### src/rtl/alu_seq_pkg.sv
// Shared opcode and state encodings for the ALU operation sequencer.
package alu_seq_pkg;

    typedef enum logic [3:0] {
        OP_ADD = 4'd0,
        OP_SUB = 4'd1,
        OP_MUL = 4'd2,
        OP_DIV = 4'd3,
        OP_MOD = 4'd4,
        OP_AND = 4'd5,
        OP_OR  = 4'd6,
        OP_XOR = 4'd7,
        OP_SHL = 4'd8,
        OP_SHR = 4'd9
    } op_e;

    typedef enum logic [2:0] {
        IDLE,
        EXEC,
        MUL_RST,
        MUL_WAIT,
        DONE
    } state_e;

    localparam logic [3:0] OP_ILLEGAL_MIN = 4'd10;

endpackage

### src/rtl/alu_result_sel.sv
// Selects the ALU output and carry/overflow for the registered opcode and
// derives zero/negative/error; error responses are forced to a zero result.
module alu_result_sel
    import alu_seq_pkg::*;
#(
    parameter int N = 4
) (
    input  logic [3:0]   op_i,
    input  logic [N-1:0] b_i,
    input  logic [N-1:0] sum_i,
    input  logic [N-1:0] diff_i,
    input  logic [N-1:0] quot_i,
    input  logic [N-1:0] mod_i,
    input  logic [N-1:0] and_i,
    input  logic [N-1:0] or_i,
    input  logic [N-1:0] xor_i,
    input  logic [N-1:0] shl_i,
    input  logic [N-1:0] shr_i,
    input  logic [N-1:0] mult_i,
    input  logic         sum_c_i,
    input  logic         sum_v_i,
    input  logic         sub_c_i,
    input  logic         sub_v_i,
    input  logic         mul_c_i,
    input  logic         mul_v_i,
    output logic [N-1:0] result_o,
    output logic         z_o,
    output logic         n_o,
    output logic         c_o,
    output logic         v_o,
    output logic         err_o
);

    logic [N-1:0] res;
    logic         c;
    logic         v;
    logic         err;
    logic         b_zero;

    assign b_zero = (b_i == '0);

    // Error arms leave res/c/v at their zero defaults.
    always_comb begin
        res = '0;
        c   = 1'b0;
        v   = 1'b0;
        err = 1'b0;
        case (op_i)
            OP_ADD: begin res = sum_i;  c = sum_c_i; v = sum_v_i; end
            OP_SUB: begin res = diff_i; c = sub_c_i; v = sub_v_i; end
            OP_MUL: begin res = mult_i; c = mul_c_i; v = mul_v_i; end
            OP_DIV: begin
                if (b_zero) err = 1'b1;
                else        res = quot_i;
            end
            OP_MOD: begin
                if (b_zero) err = 1'b1;
                else        res = mod_i;
            end
            OP_AND: res = and_i;
            OP_OR:  res = or_i;
            OP_XOR: res = xor_i;
            OP_SHL: res = shl_i;
            OP_SHR: res = shr_i;
            default: err = 1'b1;
        endcase
    end

    assign result_o = res;
    assign z_o      = (res == '0);
    assign n_o      = res[N-1];
    assign c_o      = c;
    assign v_o      = v;
    assign err_o    = err;

endmodule

### src/rtl/alu_op_sequencer.sv
// Request/response front end for the ALU: registers operands, sequences the
// multiplier reset and run time, and returns the captured result and flags.
module alu_op_sequencer
    import alu_seq_pkg::*;
#(
    parameter int N           = 4,
    parameter int MULT_CYCLES = N + 1
) (
    input  logic               clk,
    input  logic               rst,
    input  logic               req_valid,
    output logic               req_ready,
    input  logic [3:0]         req_op,
    input  logic [N-1:0]       req_a,
    input  logic [N-1:0]       req_b,
    input  logic               req_cin,
    input  logic [$clog2(N):0] req_shamt,
    output logic               rsp_valid,
    input  logic               rsp_ready,
    output logic [N-1:0]       rsp_result,
    output logic               rsp_z,
    output logic               rsp_n,
    output logic               rsp_c,
    output logic               rsp_v,
    output logic               rsp_err,
    output logic               busy,
    output logic [N-1:0]       alu_a,
    output logic [N-1:0]       alu_b,
    output logic               alu_cin,
    output logic [$clog2(N):0] alu_shamt,
    output logic               alu_mult_rst,
    input  logic [N-1:0]       alu_sum,
    input  logic [N-1:0]       alu_diff,
    input  logic [N-1:0]       alu_quot,
    input  logic [N-1:0]       alu_mod,
    input  logic [N-1:0]       alu_and,
    input  logic [N-1:0]       alu_or,
    input  logic [N-1:0]       alu_xor,
    input  logic [N-1:0]       alu_shl,
    input  logic [N-1:0]       alu_shr,
    input  logic [N-1:0]       alu_mult,
    input  logic               alu_sum_c,
    input  logic               alu_sum_v,
    input  logic               alu_sub_c,
    input  logic               alu_sub_v,
    input  logic               alu_mul_c,
    input  logic               alu_mul_v
);

    localparam int CW = $clog2(MULT_CYCLES + 1);
    localparam int RW = N + 5;

    state_e              state_q;
    logic [3:0]          op_q;
    logic [N-1:0]        a_q;
    logic [N-1:0]        b_q;
    logic                cin_q;
    logic [$clog2(N):0]  shamt_q;
    logic [CW-1:0]       cnt_q;
    logic                req_ready_q;
    logic                busy_q;
    logic                mult_rst_q;
    logic                rsp_valid_q;
    logic [RW-1:0]       rsp_q;
    logic [RW-1:0]       rsp_d;

    logic [N-1:0]        sel_result;
    logic                sel_z;
    logic                sel_n;
    logic                sel_c;
    logic                sel_v;
    logic                sel_err;

    alu_result_sel #(.N(N)) u_sel (
        .op_i     (op_q),
        .b_i      (b_q),
        .sum_i    (alu_sum),
        .diff_i   (alu_diff),
        .quot_i   (alu_quot),
        .mod_i    (alu_mod),
        .and_i    (alu_and),
        .or_i     (alu_or),
        .xor_i    (alu_xor),
        .shl_i    (alu_shl),
        .shr_i    (alu_shr),
        .mult_i   (alu_mult),
        .sum_c_i  (alu_sum_c),
        .sum_v_i  (alu_sum_v),
        .sub_c_i  (alu_sub_c),
        .sub_v_i  (alu_sub_v),
        .mul_c_i  (alu_mul_c),
        .mul_v_i  (alu_mul_v),
        .result_o (sel_result),
        .z_o      (sel_z),
        .n_o      (sel_n),
        .c_o      (sel_c),
        .v_o      (sel_v),
        .err_o    (sel_err)
    );

    assign rsp_d = {sel_result, sel_z, sel_n, sel_c, sel_v, sel_err};

    // The multiplier is held in reset everywhere except MUL_WAIT.
    always_ff @(posedge clk or negedge rst) begin
        if (!rst) begin
            state_q     <= IDLE;
            op_q        <= '0;
            a_q         <= '0;
            b_q         <= '0;
            cin_q       <= 1'b0;
            shamt_q     <= '0;
            cnt_q       <= '0;
            req_ready_q <= 1'b1;
            busy_q      <= 1'b0;
            mult_rst_q  <= 1'b1;
            rsp_valid_q <= 1'b0;
            rsp_q       <= '0;
        end else begin
            case (state_q)
                IDLE: begin
                    if (req_valid) begin
                        op_q        <= req_op;
                        a_q         <= req_a;
                        b_q         <= req_b;
                        cin_q       <= req_cin;
                        shamt_q     <= req_shamt;
                        req_ready_q <= 1'b0;
                        busy_q      <= 1'b1;
                        state_q     <= (req_op == OP_MUL) ? MUL_RST : EXEC;
                    end
                end
                EXEC: begin
                    rsp_q       <= rsp_d;
                    rsp_valid_q <= 1'b1;
                    state_q     <= DONE;
                end
                MUL_RST: begin
                    mult_rst_q <= 1'b0;
                    cnt_q      <= CW'(MULT_CYCLES - 1);
                    state_q    <= MUL_WAIT;
                end
                MUL_WAIT: begin
                    if (cnt_q == '0) begin
                        rsp_q       <= rsp_d;
                        rsp_valid_q <= 1'b1;
                        mult_rst_q  <= 1'b1;
                        state_q     <= DONE;
                    end else begin
                        cnt_q <= cnt_q - 1'b1;
                    end
                end
                DONE: begin
                    if (rsp_ready) begin
                        rsp_q       <= '0;
                        rsp_valid_q <= 1'b0;
                        req_ready_q <= 1'b1;
                        busy_q      <= 1'b0;
                        state_q     <= IDLE;
                    end
                end
                default: begin
                    state_q     <= IDLE;
                    req_ready_q <= 1'b1;
                    busy_q      <= 1'b0;
                    mult_rst_q  <= 1'b1;
                    rsp_valid_q <= 1'b0;
                end
            endcase
        end
    end

    assign req_ready    = req_ready_q;
    assign busy         = busy_q;
    assign rsp_valid    = rsp_valid_q;
    assign rsp_result   = rsp_q[RW-1 -: N];
    assign rsp_z        = rsp_q[4];
    assign rsp_n        = rsp_q[3];
    assign rsp_c        = rsp_q[2];
    assign rsp_v        = rsp_q[1];
    assign rsp_err      = rsp_q[0];
    assign alu_a        = a_q;
    assign alu_b        = b_q;
    assign alu_cin      = cin_q;
    assign alu_shamt    = shamt_q;
    assign alu_mult_rst = mult_rst_q;

endmodule

### config.mk
export PLATFORM = sky130hd
export DESIGN_NAME = alu_op_sequencer
export DESIGN_NICKNAME = d
export VERILOG_FILES = /design/src/rtl/alu_seq_pkg.sv /design/src/rtl/alu_result_sel.sv /design/src/rtl/alu_op_sequencer.sv
export SDC_FILE = /design/constraint.sdc
export NUM_CORES = 1
export LEC_CHECK = 0
export CAP_MARGIN = 20
export CORE_MARGIN = 2
export CORE_UTILIZATION = 29
export DETAILED_ROUTE_END_ITERATION = 6
export PLACE_DENSITY = 0.67
export SYNTH_ARGS = -nofsm -noshare
export SYNTH_HDL_FRONTEND = slang
export SYNTH_SLANG_ARGS = --single-unit
### constraint.sdc
create_clock -name clk -period 3.4 [get_ports clk]
set_input_delay 0.34 -clock clk [delete_from_list [all_inputs] [get_ports clk]]
set_output_delay 0.34 -clock clk [all_outputs]
set_load 0.05 [all_outputs]
; After elaboration in Yosys (flattened, before gate mapping)
; Index checks and enable logic that the tools add are counted.
[op_classes]
n_addsub = 1
eq_ne = 18
muxes = 26
bitwise = 3
n_reduce_logical = 19
[ops]
columns = op, count
row1 = case mux 4 bit (10 select lines), 1
row2 = case mux 9 bit (3 select lines), 1
row3 = 2-to-1 mux 9 bit, 2
row4 = == test 4 x 3 -> 1 bit (second input constant), 4
row5 = case mux 1 bit (3 select lines), 5
row6 = case mux 3 bit (5 select lines), 1
row7 = == test 4 x 2 -> 1 bit (second input constant), 3
row8 = logical NOT 4 bit, 3
row9 = 2-to-1 mux 3 bit, 4
row10 = AND reduction 3 bit, 4
row11 = == test 4 bit (second input constant), 2
row12 = 2-to-1 mux 4 bit, 2
row13 = inequality test 2 bit (second input constant), 4
row14 = OR reduction 8 bit, 1
row15 = == test 3 x 2 -> 1 bit (second input constant), 2
row16 = logical NOT 3 bit, 2
row17 = 2-to-1 mux 1 bit, 6
row18 = case mux 3 bit (2 select lines), 1
row19 = AND reduction 2 bit, 3
row20 = OR reduction 3 bit, 2
row21 = == test 4 x 1 -> 1 bit (second input constant), 1
row22 = case mux 1 bit (4 select lines), 1
row23 = OR reduction 2 bit, 2
row24 = == test 3 x 1 -> 1 bit (second input constant), 1
row25 = other kinds (7), 9
[totals]
register_bits = 35
in_bits = 66
output_inout_bits = 25
elab_cells = 79

; Logic depth before layout (Yosys ltp)
; Gate-level depths: netlist of the first run.
[logic_depth]
ltp_word = 6
depth_mapped = 8
ltp_nobuf = 7

; By module
; A second synthesis of the first run with hierarchy kept.
[unflattened]
hier_cells = 204
hier_area_um2 = 2127.0
[modules_own_cells]
columns = module, instances, cells_each, area_per_inst_um2, seq_area_each_um2
row1 = alu_op_sequencer, 1, 129, 1541.5, 878.3
row2 = alu_result_sel, 1, 75, 585.6, 0.0

; Least setup slack after synthesis of the first run
; Ideal clock, no wire load.
[synth_path]
kind = register -> register
from = register b_q[1], in the netlist alu_b[1]
to = register rsp_q[4]
setup_time_ns = 0.092
arrival_time_ns = 1.930
required_ns = 3.308
path_slack_ns = 1.379
path_stages_with_launch = 6
path_buffers = 0
synth_period_minus_slack_ns = 2.021
path_cell_list = dfrtp_1 > nor4_1 > a211oi_1 > nor4_2 > or4b_1 > o31ai_2
[synth_between]
elab_chain_len = 6
elab_cells_between_ends = 7
cone_classes = mux: 5 / reduce/logical: 2
[synth_rtl]
columns = item, line
row1 = "start, declared", alu_op_sequencer.sv:56  ; logic [N-1:0] b_q;
row2 = "start signal, assigned", alu_op_sequencer.sv:124  ; b_q <= req_b;
row3 = logical NOT 4 bit (*), alu_result_sel.sv:40  ; assign b_zero = (b_i == '0);
row4 = 2-to-1 mux 4 bit (on tied branches), "alu_result_sel.sv:57, alu_result_sel.sv:53"
row5 = case mux 4 bit (10 select lines) (*), alu_result_sel.sv:48  ; case (op_i)
row6 = logical NOT 4 bit (*), alu_result_sel.sv:70  ; assign z_o = (res == '0);
row7 = 2-to-1 mux 9 bit, alu_op_sequencer.sv:143  ; if (cnt_q == '0) begin
row8 = case mux 9 bit (3 select lines) (*), alu_op_sequencer.sv:119  ; case (state_q)
row9 = "end signal, assigned", alu_op_sequencer.sv:133  ; rsp_q <= rsp_d;
row10 = "end signal, assigned", alu_op_sequencer.sv:144  ; rsp_q <= rsp_d;
row11 = "end, declared", alu_op_sequencer.sv:64  ; logic [RW-1:0] rsp_q;
; Mark *: on every way between the ends. The rest lies on a longest branch, timed or not. The select of a mux whose other input is x is not followed.
; A chain may end at the register's enable or synchronous reset.

; Worst setup path after layout of the first run
[layout_path]
from = register op_q[2]
to = register rsp_q[4]
[layout_between]
elab_chain_len = 5
elab_cells_between_ends = 14
cone_classes = eq/ne: 9 / mux: 3 / reduce/logical: 2
[layout_rtl]
columns = item, line
row1 = "start, declared", alu_op_sequencer.sv:54  ; logic [3:0] op_q;
row2 = "start signal, assigned", alu_op_sequencer.sv:122  ; op_q <= req_op;
row3 = "== test 4 bit, or another cell as far along", alu_result_sel.sv:48
row4 = case mux 4 bit (10 select lines) (*), alu_result_sel.sv:48
row5 = logical NOT 4 bit (*), alu_result_sel.sv:70
row6 = 2-to-1 mux 9 bit, alu_op_sequencer.sv:143
row7 = case mux 9 bit (3 select lines) (*), alu_op_sequencer.sv:119
; Marks and branches as above.

==> results of run 1 <==
[cell usage after synthesis (4+ instances only)]
library cell	instances
dfrtp_1	32
mux2_2	19
a21oi_1	15
nor2_1	15
nand2_1	12
o21ai_0	12
inv_1	9
mux2i_1	7
buf_2	6
a32o_1	5
clkbuf_1	4
nor2b_1	4
[how the worst min path moves through the flow]
stage                     depth (start not counted)           end  slack, ps      start
after CTS                                         2  alu_shamt[1]        480        rst
final                                             2  alu_shamt[1]        470        rst
after detailed placement                          2     req_ready        460  req_ready
after global routing                              2    state_q[1]        510        rst
after floorplan                                   0      alu_a[0]         40        rst
after global placement                            2     req_ready        460  req_ready
[power by group through the flow]
stage | sequential [mW] | combinational (mW) | clock, mW
6_report | 0.849 | 1.69 | 0.300
5_1_grt | 0.894 | 1.82 | 0.336
4_1_cts | 0.850 | 1.71 | 0.314
3_5_place_dp | 0.859 | 1.70 | 0
3_3_place_gp | 0.852 | 1.68 | 0
2_1_floorplan | 1.18 | 0.850 | 0
[cell type report]
type                    instances  area, µm²  area share
inverters                       9       33.8      0.0112
multi-input cells             141       1020       0.337
repair buffers                 93        923       0.306
well taps                      80        100      0.0331
flip-flops and latches         34        853       0.283
clock buffers                   7       86.3      0.0286
clock inverters                 1       5.00     0.00166
[metrics by stage]
step,worst slack (ps),hold slack (ps)
floorplan,1380,44.4
global placement,1170,464
detailed placement,1130,464
CTS,1110,478
global route,992,508
finish,1140,470
[per-layer routing]
metal | part of all wire | wire length (µm) | up-vias | global-route usage
li1 | - | - | 904 | -
met1 | 0.46 | 2550 | 822 | 0.196
met2 | 0.46 | 2540 | 65 | 0.231
met3 | 0.062 | 341 | 6 | 0.0390
met4 | 0.0084 | 46 | 0 | 0.0426
met5 | 0 | 0 | - | 0
[kinds of logic (layout without fill, tap and decap cells)]
| kind of cell | after synthesis | after routing | synth area share |
|---|---|---|---|
| AOI/OAI and AO/OA | 53 | 53 | 0.181 |
| adders and majority gates | 2 | 2 | 0.0126 |
| buffers and inverters | 22 | 110 | 0.0556 |
| DFF | 34 | 34 | 0.431 |
| muxes | 27 | 27 | 0.151 |
| and+or+nand+nor | 59 | 59 | 0.170 |
[sequential cells by signal, summed over array words and instances, names as in the netlist]
signal        flops
rsp_q             8
alu_cin           1
alu_mult_rst      1
op_q              4
state_q           3
rsp_valid         1
alu_shamt         3
alu_b             4
req_ready         1
alu_a             4
busy              1
cnt_q             3
[cells in the final DEF (no fill, tap or decap), types with 2 or more instances in the layout]
master,synthesis,routed
clkdlybuf4s50_1,0,90
dfrtp_1,32,32
mux2_2,19,19
nor2_1,15,15
a21oi_1,15,15
nand2_1,12,12
o21ai_0,12,12
inv_1,9,9
mux2i_1,7,7
clkbuf_8,0,6
a32o_1,5,5
nor2b_1,4,4
a32oi_1,3,3
nand2b_1,3,3
a211oi_1,3,3
and3_1,3,3
nand3_1,3,3
buf_4,1,3
nor4_1,2,2
and3b_2,2,2
a22o_1,2,2
o32ai_1,2,2
nand3b_1,2,2
nand4_1,2,2
a21o_1,2,2
a22oi_1,2,2
nor3_1,2,2
ha_1,2,2
dfstp_2,2,2
[worst register-to-register path: stages (launching register included)]
cell and delay [ps]:
dfrtp_1 700, mux2_4 350, a32o_1 260, nor4_2 200, or4b_1 490, o31ai_2 180
==> results by stage, run 1 <==
Floorplan:
- The core area is 6720 µm².
- Pin placement for this block handled 91 I/O pins.
- The vertical extent of the die is 86.7 µm.
- The initial core utilization is 0.295.
- The die covers 7510 µm².
- The placement row count is 30.
- The die width is 86.7 µm.

Setup path:
- The number of buffers and inverters on the critical path is 0.
- The signal on the critical path passes through mux2_4 -> a32o_1 -> nor4_2 -> or4b_1 -> o31ai_2.
- STA classifies the critical path endpoint as a register.
- For the worst setup path, the data required time is 3590 ps.
- By startpoint and endpoint, the worst setup path is classified as reg -> reg.
- Along the worst path, the maximum fanout reaches 20.
- Counting cells, the worst reg-to-reg path comes to 5.
- Data on the critical path arrives at its endpoint at 2450 ps.
- In this run the number of cells on the critical path is 5.
- The sort of element at the start of the critical path is a register.
- In this design, the stage delay of the slowest critical-path cell is 700 ps.
- The end of the worst register-to-register path is rsp_q[4].
- For flop-to-flop paths, the worst setup slack is 1140 ps.
- The cell with the largest stage delay on the worst path is dfrtp_1.
- The cell class contributing the biggest share of worst-path delay is flip-flops.
- Following the worst setup path forward leads to its endpoint at rsp_q[4].
- The launching element of the worst setup path is op_q[2].
- The startpoint identified for the worst register-to-register timing path is op_q[2].

Routing:
- The count of nets left with antenna violations once routing finished came out at 0.
- The vias per cell is 4.92.
- The number of remaining DRC errors is 0.
- For this run, the detailed router's first-pass iteration total came to 4.
- The detailed router finished its first iteration with 59 violations.
- The per-cell routed wire length is 15.0 µm.
- The wire length reported by the detailed router is 5.48 mm.
- The total via count in the routed design is 1797.

Power:
- The power density over the cells is 941 nW/µm².
- The completed layout was analyzed and its total power is 2.84 mW.
- The register share of total power is 0.299.
- The maximum ir drop on the vdd rail is 459 µV.
- The standby leakage power is 1.23 nW.
- The share of total power dissipated in combinational logic is 0.596.
- The internal power is 1.48 mW.
- The part of the total power dissipated in the clock network is 0.105.
- The fraction of power spent switching nets is 0.478.
- Summed over all nets, the switching power comes to 1.36 mW.

Placed design:
- The detailed placement HPWL is 4.11 mm.
- The final weighted congestion in routability-driven placement is 0.771.
- The placed instances occupy a cell area of 2930 µm².
- The count of buffers from port buffering is 90.
- Counting tap cells, the placed design contains a total of 357 instances.

Clock tree:
- The level count of the clock H-tree is 2.
- The root buffer cell is clkbuf_8.
- The number of setup buffers added after CTS is 0.
- TritonCTS built the clock tree.
- Hold repair after CTS inserted 0 buffers.
- The number of clock buffers added by TritonCTS is 5.
- The clock-pin slew of the registers on the worst-case setup and hold paths is 70 ps.
- Clock latency on the worst-skew pair, taken at its later pin, is 280 ps.
- The maximum buffer depth of the clock tree is 2.
- The post-cts gate resize count is 0.
- The tree built by TritonCTS fans out to 34 sinks.

Cells and area:
- With fillers left out, the area of the finished cells amounts to 3020 µm².
- The antenna diode instance count is 0.
- For this run, the number of standard cells in the final layout without fillers is 365.
- In the final layout, the share of cells above drive strength 1 is 0.137.
- The net count of the finished layout is 352.
- After filler insertion, the fill cell instance count of the layout stands at 633.
- The core utilization of the finished layout is 0.450.
- The area overhead of the layout relative to synthesis is 52.4%.

STA:
- For this run, the top clock speed supported by timing is 0.443 GHz.
- In the finished design, the share of the clock period the worst path needs comes to 0.664.
- The transition at the pin with the smallest max-transition slack is 562 ps.
- The max-slew violation total from the final report is 0.
- The total negative slack is 0 ps.
- The setup violation total in the final timing report is 0.
- The final critical-path required period is 2260 ps.
- The setup clock skew after layout is 7.79 ps.
- Setup repair after global routing left no endpoint under its margin.
- The number of failing hold endpoints at the final stage is 0.
- The relative slew slack is 0.626.

Logic synthesis:
- The cell accounting for the most synthesized area is dfrtp_1.
- The most used flip-flop cell after synthesis is dfrtp_1.
- The net count after synthesis is 265.
- Of the post-synthesis cell area, the dominant cell type holds 0.404.
- The synthesized area divided by synthesized cell count is 10.1 µm².
- After synthesis the netlist holds a flip-flop and latch count of 34.
- The post-synthesis cell count is 197.
- Of all flip-flops after synthesis, the portion carrying an async set or reset was 1.00.
- The count of cell types in the netlist is 48.
- Summing every instance area after synthesis gives 1980 µm².
- In this run, synthesis inferred 0 flip-flops with an integrated enable.
- The Yosys step of the flow raised 0 warnings.
- For this run, the register share of the synthesized area comes to 0.431.
- By area the synthesized netlist is led by dfrtp_1 40%, mux2_2 11%, a21oi_1 3.8%, mux2i_1 3.5%, o21ai_0 3.0%.

Global routing:
- Global routing finished with a remaining overflow of 0.
- Across every metal layer, demand over resource in global routing totals 0.146.
- The number of antenna violations at the first check in global routing came to 0.
- The first global-routing pass estimated 8.75 mm of wire.
- Entering global routing, the biggest net connects 35 pins.
- The via count of the first global-routing pass is 1798.

Flow run:
- Max-cap violations in this run came to 0.

Run status:
- The run finished with clean final reports.

Min path:
- The path class of the tightest hold or removal check is in -> async.
No activity file was read; power rests on OpenSTA's default activity.
==> run 2, diff against run 1 <==
- PLACE_DENSITY: 0.67 -> 0.69
- clock period: 3.4 -> 2 ns (I/O delays scaled with it)
==> results by stage, run 2 (synthesis results as in run 1) <==
Floorplan:
- From left edge to right edge, the die measures 86.7 µm.
- The top-level I/O count is 91.
- The initial core utilization is 0.295.
- The overall die area is 7510 µm².
- The core area is 6720 µm².
- The placement row count is 30.
- The vertical extent of the die is 86.7 µm.

Cells and area:
- 0 antenna diodes ended up in the layout.
- Registers take 858 µm².
- The library cell used most frequently in the layout, excluding fill and tap cells, is clkdlybuf4s50_1.
- The number of flip-flops in the largest register is 8.
- The share of cells above drive strength 1 is 0.209.
- For this run, the post-layout net count is 369.
- The top cell types in the final layout, fill and taps aside, are 90 x clkdlybuf4s50_1, 28 x dfrtp_1, 20 x buf_4, 19 x mux2_2.
- The top register by number of flip-flops is rsp_q.
- The core utilization of the finished layout is 0.478.
- The area growth from synthesis to layout is 61.9%.
- The total non-filler cell area in the finished layout is 3210 µm².
- Fill cells in the final layout number 627.
- The multi-input gate area in the final layout is 1050 µm².

Routing:
- Across all layers, the routed design uses 1906 vias.
- The wire length reported by the detailed router is 5.79 mm.
- The vias per cell is 4.99.
- The per-cell routed wire length is 15.2 µm.
- Before antenna repair, the detailed router went through 4 iterations.
- The count of nets left with antenna violations once routing finished came out at 0.
- For this run, design rule violations remaining after detail routing come to 0.
- For this block, the initial DRC count from the detailed router was 104.

Power:
- The net switching power of the design is 2.43 mW.
- The maximum ir drop on the vdd rail is 782 µV.
- Internal power comes to 2.88 mW.
- The share of power burned in combinational logic is 0.626.
- Of the total power, the share spent switching nets is 0.457.
- The standby leakage power is 1.33 nW.
- The register share of total power is 0.252.
- The part of the total power dissipated in the clock network is 0.122.
- The power density over the cells is 1650 nW/µm².

Setup path:
- The endpoint class of the critical path is a register.
- The setup path with the least slack is of type reg -> reg.
- The required arrival time at the worst endpoint is 2190 ps.
- In this run the critical register-to-register path is launched from op_q[2].
- Along the worst path, the maximum fanout reaches 7.
- The depth of the worst register-to-register path is 5.
- The worst-case register-to-register setup slack is -8 ps.
- The end of the worst register-to-register path is rsp_q[4].
- STA classifies the critical path startpoint as a register.
- The data arrival time at the worst-slack endpoint is 2190 ps.

Clock tree:
- The clock tree from TritonCTS is yes.
- The latest clock arrival within the worst-skew pair is 280 ps.
- For this design, the sink count on the clock tree is 34.
- The quantity of hold-fixing buffers added after cts is 0.
- In this run the number of H-tree levels came out at 2.
- The cell sitting at the root of the clock tree is a clkbuf_8.
- The clock passes through at most 2 buffers.
- Clock-pin slew was measured on the worst setup and hold paths at 80 ps.
- The number of CTS-inserted buffers is 5.

Run status:
- The checks that failed: negative setup slack.
- The flow ran to the end, but the final reports show violations.

Placed design:
- At the placement stage, the worst setup path has a slack of -121 ps.
- After detailed placement, the total cell area comes to 3060 µm².
- The final weighted congestion in routability-driven placement is 0.896.
- The wire-length estimate of the detail-placed layout is 4.44 mm.
- Port buffering added 90 buffers.

STA:
- Timing would allow up to 0.498 GHz.
- The final worst-path cycle share is 1.00.
- The transition at the pin with the smallest max-transition slack is 541 ps.
- The max-slew violation total from the final report is 0.
- Setup repair after global routing could not meet its margin everywhere.
- The setup violation total in the final timing report is 1.
- The relative slew slack is 0.639.
- For the finished layout, the period the worst path requires is 2010 ps.
- Across the routed clock network, the largest skew measured is 8.82 ps.
- In the post-route analysis, the smallest setup slack over all paths is -7.52 ps.
- The number of failing hold endpoints at the final stage is 0.

Global routing:
- The via count of the first global-routing pass is 1893.
- In the global route stage, overall resource usage came out at 0.150.
- The global-route wire length before repair is 9.00 mm.
- Entering global routing, the biggest net connects 35 pins.
- After global routing the overflow that remains totals 0.
- The number of antenna violations at the first check in global routing was 0.

Min path:
- The type of the worst min-delay path is in -> async.

Flow run:
- Max-cap violations in this run came to 0.
## run 2: cell count changes in the layout (fill, tap and decap cells not counted), moves of 2 or more
cell     change
buf_4       +17
dfrtp_1      -4
dfrtp_2      +4
nor4_4       +2
## run 2: worst max-delay path: stages, from the launching register on
cell and delay (ps):
dfrtp_2 460, mux2_4 310, a32o_1 290, nor4_4 190, or4b_1 480, o31ai_2 190
## run 2: routing by layer
metal	wire length (µm)	vias up	part of all wire	track usage
met1	2580	896	0.45	0.197
li1	-	936	-	-
met5	0	-	0	0
met3	417	5	0.072	0.0419
met4	31	0	0.0054	0.0384
met2	2760	69	0.48	0.243
## run 2: cell type report
| cell class | count | share of cell area |
|---|---|---|
| Tap cell | 80 | 0.0312 |
| Timing Repair Buffer | 110 | 0.327 |
| Inverter | 9 | 0.0105 |
| Clock inverter | 1 | 0.00936 |
| Sequential cell | 34 | 0.267 |
| Clock buffer | 7 | 0.0269 |
| Multi-Input combinational cell | 141 | 0.327 |
## run 2: worst max-delay path by stage
stage	from	end	slack [ps]	depth (start not counted)
final	op_q[2]	rsp_q[4]	-8	5
after global routing	cnt_q[1]	rsp_q[4]	-90	7
after CTS	op_q[2]	rsp_q[4]	-30	5
after detailed placement	alu_and[0]	rsp_q[4]	-120	6
after global placement	alu_diff[0]	rsp_q[4]	-90	6
after floorplan	alu_b[0]	rsp_q[4]	40	5
## run 2: timing repair
action / in CTS / in global routing
endpoints found under the setup margin: 1 / 1
buffers inserted: 0 / 0
pin swaps: 0 / 1
gates resized for setup: 4 / 4
## run 2: power groups by stage
stage	sequential [mW]	clock [mW]	combinational, mW
finish	1.34	0.648	3.32
global route	1.40	0.701	3.58
CTS	1.33	0.673	3.30
detailed placement	1.33	0	3.28
global placement	1.31	0	3.23
floorplan	2.01	0	1.45
## run 2: through the flow
step	hold WS, ps	std cells	total power, mW	setup TNS [ps]
2_1_floorplan	-95.6	197	3.46	0
3_3_place_gp	464	374	4.55	-86.3
3_5_place_dp	480	374	4.61	-121
4_1_cts	328	382	5.31	-25.0
5_1_grt	374	382	5.68	-89.0
6_report	321	382	5.30	-7.52
